===== src/rtl/mem_arbiter_pkg.sv =====
// Shared types for the two-port memory arbiter: sequencer state encoding and port ids.
package mem_arbiter_pkg;

    typedef enum logic [1:0] {
        S_IDLE  = 2'd0,
        S_ISSUE = 2'd1,
        S_WAIT  = 2'd2,
        S_DONE  = 2'd3
    } state_t;

    localparam logic PORT0 = 1'b0;
    localparam logic PORT1 = 1'b1;

endpackage


===== src/rtl/mem_arbiter_rr_arb2.sv =====
// Combinational two-way round-robin pick: a lone request wins, a tie goes to the
// port that was not granted last.
module rr_arb2
    import mem_arbiter_pkg::*;
(
    input  logic [1:0] i_req,
    input  logic       i_last_gnt,
    output logic       o_gnt_id,
    output logic       o_gnt_valid
);

    // NOTE: every combinational output is assigned a default first so no latch can be inferred.
    always_comb begin
        o_gnt_valid = |i_req;
        o_gnt_id    = PORT0;
        if (&i_req) begin
            o_gnt_id = ~i_last_gnt;
        end else if (i_req[1]) begin
            o_gnt_id = PORT1;
        end
    end

endmodule


===== src/rtl/mem_arbiter.sv =====
// Two-port round-robin sequencer in front of a single-port data memory: one-cycle
// mem_r/mem_w strobe, read completion on mem_done, watchdog-terminated reads flagged with err.
module mem_arbiter
    import mem_arbiter_pkg::*;
#(
    parameter int WIDTH    = 32,
    parameter int ADDRSIZE = 32,
    parameter int TIMEOUT  = 15
) (
    input  logic                i_clk,
    input  logic                i_rst_n,
    input  logic                i_m0_req,
    input  logic                i_m0_we,
    input  logic [ADDRSIZE-1:0] i_m0_addr,
    input  logic [WIDTH-1:0]    i_m0_wdata,
    output logic [WIDTH-1:0]    o_m0_rdata,
    output logic                o_m0_ack,
    output logic                o_m0_err,
    input  logic                i_m1_req,
    input  logic                i_m1_we,
    input  logic [ADDRSIZE-1:0] i_m1_addr,
    input  logic [WIDTH-1:0]    i_m1_wdata,
    output logic [WIDTH-1:0]    o_m1_rdata,
    output logic                o_m1_ack,
    output logic                o_m1_err,
    output logic                o_mem_r,
    output logic                o_mem_w,
    output logic [ADDRSIZE-1:0] o_mem_addr,
    output logic [WIDTH-1:0]    o_mem_wdata,
    input  logic [WIDTH-1:0]    i_mem_rdata,
    input  logic                i_mem_done
);

    localparam int            CW       = $clog2(TIMEOUT + 1);
    localparam logic [CW-1:0] CNT_LAST = CW'(TIMEOUT - 1);
    localparam logic [CW-1:0] CNT_MAX  = {CW{1'b1}};

    state_t                r_state, w_state_nxt;
    logic                  w_gnt_id, w_gnt_valid;
    logic                  w_sel_we;
    logic [ADDRSIZE-1:0]   w_sel_addr;
    logic [WIDTH-1:0]      w_sel_wdata;
    logic                  w_start, w_finish, w_rd_ok, w_rd_to;
    logic                  r_last_gnt, r_id, r_we;
    logic [CW-1:0]         r_cnt;
    logic                  r_mem_r, r_mem_w;
    logic [ADDRSIZE-1:0]   r_mem_addr;
    logic [WIDTH-1:0]      r_mem_wdata;
    logic [WIDTH-1:0]      r_m0_rdata, r_m1_rdata;
    logic                  r_m0_ack, r_m1_ack, r_m0_err, r_m1_err;

    rr_arb2 u_rr_arb2 (
        .i_req       ({i_m1_req, i_m0_req}),
        .i_last_gnt  (r_last_gnt),
        .o_gnt_id    (w_gnt_id),
        .o_gnt_valid (w_gnt_valid)
    );

    assign w_sel_we    = (w_gnt_id == PORT1) ? i_m1_we    : i_m0_we;
    assign w_sel_addr  = (w_gnt_id == PORT1) ? i_m1_addr  : i_m0_addr;
    assign w_sel_wdata = (w_gnt_id == PORT1) ? i_m1_wdata : i_m0_wdata;

    always_comb begin
        w_state_nxt = r_state;
        w_start     = 1'b0;
        w_finish    = 1'b0;
        w_rd_ok     = 1'b0;
        w_rd_to     = 1'b0;
        case (r_state)
            S_IDLE: begin
                if (w_gnt_valid) begin
                    w_start     = 1'b1;
                    w_state_nxt = S_ISSUE;
                end
            end
            S_ISSUE: begin
                if (r_we) begin
                    w_finish    = 1'b1;
                    w_state_nxt = S_DONE;
                end else begin
                    w_state_nxt = S_WAIT;
                end
            end
            S_WAIT: begin
                if (i_mem_done) begin
                    w_rd_ok     = 1'b1;
                    w_finish    = 1'b1;
                    w_state_nxt = S_DONE;
                end else if (r_cnt == CNT_LAST) begin
                    w_rd_to     = 1'b1;
                    w_finish    = 1'b1;
                    w_state_nxt = S_DONE;
                end
            end
            default: w_state_nxt = S_IDLE;
        endcase
    end

    // NOTE: all sequential state uses non-blocking assignments so every register samples pre-edge values.
    always_ff @(posedge i_clk) begin
        if (!i_rst_n) begin
            r_state <= S_IDLE;
        end else begin
            r_state <= w_state_nxt;
        end
    end

    // NOTE: the rdata holding registers are reset too, so outputs are defined 0 straight out of reset.
    always_ff @(posedge i_clk) begin
        if (!i_rst_n) begin
            r_last_gnt  <= PORT1;
            r_id        <= PORT0;
            r_we        <= 1'b0;
            r_cnt       <= '0;
            r_mem_r     <= 1'b0;
            r_mem_w     <= 1'b0;
            r_mem_addr  <= '0;
            r_mem_wdata <= '0;
            r_m0_rdata  <= '0;
            r_m1_rdata  <= '0;
            r_m0_ack    <= 1'b0;
            r_m1_ack    <= 1'b0;
            r_m0_err    <= 1'b0;
            r_m1_err    <= 1'b0;
        end else begin
            r_m0_ack <= 1'b0;
            r_m1_ack <= 1'b0;
            r_m0_err <= 1'b0;
            r_m1_err <= 1'b0;
            if (w_start) begin
                r_id        <= w_gnt_id;
                r_we        <= w_sel_we;
                r_mem_addr  <= w_sel_addr;
                r_mem_wdata <= w_sel_wdata;
                r_mem_r     <= ~w_sel_we;
                r_mem_w     <= w_sel_we;
            end
            if (r_state == S_ISSUE) begin
                r_mem_r    <= 1'b0;
                r_mem_w    <= 1'b0;
                r_last_gnt <= r_id;
                r_cnt      <= '0;
            end
            if (r_state == S_WAIT && !i_mem_done && r_cnt != CNT_MAX) begin
                r_cnt <= r_cnt + CW'(1);
            end
            // Completion: pulse the winner's ack; a timed-out read leaves its rdata untouched.
            if (w_finish) begin
                if (r_id == PORT1) begin
                    r_m1_ack <= 1'b1;
                    r_m1_err <= w_rd_to;
                end else begin
                    r_m0_ack <= 1'b1;
                    r_m0_err <= w_rd_to;
                end
            end
            if (w_rd_ok) begin
                if (r_id == PORT1) begin
                    r_m1_rdata <= i_mem_rdata;
                end else begin
                    r_m0_rdata <= i_mem_rdata;
                end
            end
        end
    end

    assign o_mem_r     = r_mem_r;
    assign o_mem_w     = r_mem_w;
    assign o_mem_addr  = r_mem_addr;
    assign o_mem_wdata = r_mem_wdata;
    assign o_m0_rdata  = r_m0_rdata;
    assign o_m1_rdata  = r_m1_rdata;
    assign o_m0_ack    = r_m0_ack;
    assign o_m1_ack    = r_m1_ack;
    assign o_m0_err    = r_m0_err;
    assign o_m1_err    = r_m1_err;

endmodule


===== config.mk =====
export PLATFORM = sky130hd
export DESIGN_NAME = mem_arbiter
export DESIGN_NICKNAME = d
export VERILOG_FILES = /design/src/rtl/mem_arbiter_pkg.sv /design/src/rtl/mem_arbiter_rr_arb2.sv /design/src/rtl/mem_arbiter.sv
export SDC_FILE = /design/constraint.sdc
export NUM_CORES = 1
export LEC_CHECK = 0
export CORE_MARGIN = 10
export CORE_UTILIZATION = 36
export CTS_CLUSTER_DIAMETER = 30
export CTS_CLUSTER_SIZE = 14
export DETAILED_ROUTE_END_ITERATION = 8
export GPL_TIMING_DRIVEN = 0
export PLACE_DENSITY = 0.82
export SLEW_MARGIN = 10
export SYNTH_ARGS = -nofsm -noshare
export SYNTH_HDL_FRONTEND = slang
export SYNTH_SLANG_ARGS = --single-unit

===== constraint.sdc =====
create_clock -name i_clk -period 1.6 [get_ports i_clk]
set_clock_uncertainty 0.05 [all_clocks]
set_input_delay 0.32 -clock i_clk [delete_from_list [all_inputs] [get_ports i_clk]]
set_output_delay 0.32 -clock i_clk [all_outputs]
set_load 0.01 [all_outputs]

==> out/qor.csv <==
metric,value,unit
status,"finished, final reports clean",
min Tclk post-route,1540,ps
crit path launch type,register,
RSZ-0062 raised after global routing,no,
WL per Instance,18.1,um
Slew HR,67.0,%
pwr dens,1380,mW/mm^2
I/O Buffers,299,
final cell count without fillers,1203,
Mapped Area,0.00587,sq mm
grt ovf,0,
"setup slack, reg-to-reg",60,ps
Tcrit/Tclk final,96.0,%
setup_tns,0,ps
fin util,61.5,%
Slew Limit Fails,0,
achievable frequency,651,MHz
placed wire-length estimate,17200,um
post-synth cell types,35,
Peak supply drop,827,uV
Initial DRT Pass Iterations,5,
Clock transition at path regs,60,ps
vias per cell,4.87,
vias in the first global route,5994,
Antenna Violating Nets Remaining,0,
Top Ports,301,
clk_lat worst skew,410,ps
Yosys reg bits,143,
GP Congestion,0.835,
post-synth net total,824,
area grow syn2layout,66.9,%
H-tree levels,4,
maxcap violations,0,
Final Hold Vio Count,0,
pin count of the biggest net entering global routing,17,
placed insts,1166,
Critical Path End Type,register,
Core ar.,0.0159,sq mm
Leakage,4.22,nW
final setup violating endpoints,0,
total track usage,19.2,%
worst path arrival time,1780,ps
r2r endpoint,o_mem_addr[8]$_SDFFE_PN0P_,
Vias,5858,
antenna diode count,0,
cells after synthesis,651,
Die ar.,0.0218,sq mm
clock sink total,143,
Max stage delay on crit path,380,ps
fraction of layout cells with a size suffix above 1,9.02,%
first-pass GRT wire length,33300,um
Hold Path Class,primary input to register,
Hold Path Cell Cnt,3,
slew at the pin closest to its max-slew limit,494,ps
hold bufs inserted after CTS,0,
drt drc,0,
Clock Root Buffer,clkbuf_16,
Rows,46,
Design Power,13.6,mW
CP Cell Sequence,inv_4 -> ha_4 -> buf_6 -> o21a_4 -> buf_12 -> buf_4 -> o21ai_0 -> a21oi_1,
die width,148,um
syn avg cell area,9.02,sq um
Worst EP required,1850,ps
starting density of the core,36.8,%
Nets,1147,
CTS tree,built,
Reg2Reg Depth,8,
chip height,148,um
YS warnings,0,
CP Max Fanout,10,
Hold Path Origin,i_rst_n,
CTS Buf Count,17,
initial antenna violation count,0,
Iteration-0 DRC Markers,225,
critical path's slowest cell,dfxtp_4,
Clock Path Buffers,2,
sequential area share after synthesis,48.8,%
worst r2r src,r_state[1]$_SDFFE_PN0P_,
kind of critical path,register to register,
Min-Delay Endpoint,o_mem_r$_SDFFE_PP0P_,
Final Routed Wirelength,21800,um
sequential cells by signal, summed over array words and instances, names as in the netlist:
signal and count:
r_last_gnt 1, o_m1_err 1, o_m0_ack 1, r_state 2, o_mem_wdata 32, o_m0_err 1, r_we 1, r_id 1
o_mem_w 1, o_mem_r 1, o_m0_rdata 32, o_m1_ack 1, r_cnt 4, o_mem_addr 32, o_m1_rdata 32
power breakdown:
part           switching, mW  leakage (nW)  internal [mW]
Clock                   1.54         0.284           2.46
Combinational           2.54          2.76           2.30
Sequential             0.387          1.17           4.33
per-stage QoR:
step	cell area, sq um	setup slack, ps	hold WS [ps]
final	9800	63.8	398
after global routing	9800	0.0819	413
after CTS	9700	0.418	385
after detailed placement	9130	-627	395
after global placement	9130	-635	390
after floorplan	5870	63.6	405
worst max path at each step:
| stage | from | to | slack (ps) | depth (start not counted) |
|---|---|---|---|---|
| after detailed placement | i_m1_req | o_mem_addr[26]$_SDFFE_PN0P_ | -630 | 6 |
| after floorplan | r_state[0]$_SDFFE_PN0P_ | o_mem_addr[17]$_SDFFE_PN0P_ | 60 | 8 |
| final | r_state[1]$_SDFFE_PN0P_ | o_mem_addr[8]$_SDFFE_PN0P_ | 60 | 8 |
| after CTS | r_state[1]$_SDFFE_PN0P_ | o_mem_addr[15]$_SDFFE_PN0P_ | 0.4 | 8 |
| after global routing | r_state[1]$_SDFFE_PN0P_ | o_mem_addr[8]$_SDFFE_PN0P_ | 0.08 | 8 |
| after global placement | i_m1_req | o_mem_addr[26]$_SDFFE_PN0P_ | -630 | 6 |
kinds of logic after synthesis:
family | synth area share, %
buf+inv | 5.22
fa+ha+maj | 1.28
simple gates | 11.6
mux | 11.4
flops | 48.8
compound gates | 21.7
placed cells by master, fill, tap and decap left out, types with 4 or more instances in the layout:
cell	netlist	final
clkdlybuf4s50_1	0	163
dfxtp_1	143	141
nand2_1	135	135
dlygate4sd2_1	0	134
a21oi_1	67	67
mux2i_1	67	65
a21boi_0	46	46
o21ai_0	67	42
o21ai_1	0	24
a21boi_1	19	19
clkbuf_1	30	18
clkbuf_16	0	18
buf_4	3	10
clkbuf_2	2	8
nand3_1	8	8
buf_8	4	7
buf_2	15	7
clkbuf_4	0	6
nand2b_1	4	4
ha_1	6	4
worst max-delay path, delay by kind of cell, from the launching register on:
kind                     cells  cell delay (ps)
adder cells (fa/ha/maj)      1              150
buffers and inverters        4              480
AO/OA/AOI/OAI                3              370
flip-flops                   1              380
final cells by class:
class	instances	area [sq um]
repair buffers	304	2890
fillers	1440	6140
flip-flops and latches	143	2870
clock inverters	13	163
inverters	4	17.5
well taps	216	270
plain buffers	55	400
clock buffers	19	433
multi-input cells	449	2760
synthesized netlist by cell type, drive strengths merged:
cell / n / share of area, %
a31o: 1 / 0.15
buf: 23 / 2.9
dfxtp: 143 / 49
nand3: 8 / 0.68
clkbuf: 32 / 2.1
a211o: 2 / 0.30
nor3b: 2 / 0.26
a32oi: 1 / 0.15
and3: 1 / 0.11
a22o: 1 / 0.15
a22oi: 2 / 0.26
a21oi: 67 / 5.7
o21ai: 67 / 5.7
nor4b: 2 / 0.30
ha: 6 / 1.3
o21a: 2 / 0.26
nor2: 3 / 0.19
nand2b: 4 / 0.43
nand2: 135 / 8.6
mux2i: 67 / 11
nor2b: 3 / 0.32
and3b: 2 / 0.30
a21boi: 66 / 8.5
a41oi: 1 / 0.15
inv: 4 / 0.26
o221a: 1 / 0.19
nand3b: 2 / 0.26
o221ai: 1 / 0.15
nor3: 2 / 0.17
timing repair:
| item | in CTS | in global routing |
|---|---|---|
| pin swaps | 0 | 1 |
| endpoints found under the setup margin | 263 | 116 |
| buffers inserted | 3 | 1 |
| gates cloned | 0 | 1 |
| resized for setup | 192 | 32 |
per-layer routing:
layer | track usage (%) | share of wire [%] | vias to the layer above
met5 | 0 | 0 | -
met2 | 32.9 | 49 | 243
met3 | 8.85 | 9.8 | 25
met4 | 6.14 | 2.0 | 0
li1 | - | - | 2899
met1 | 20.6 | 40 | 2691
Note: power is estimated with default switching activity, not from simulation.
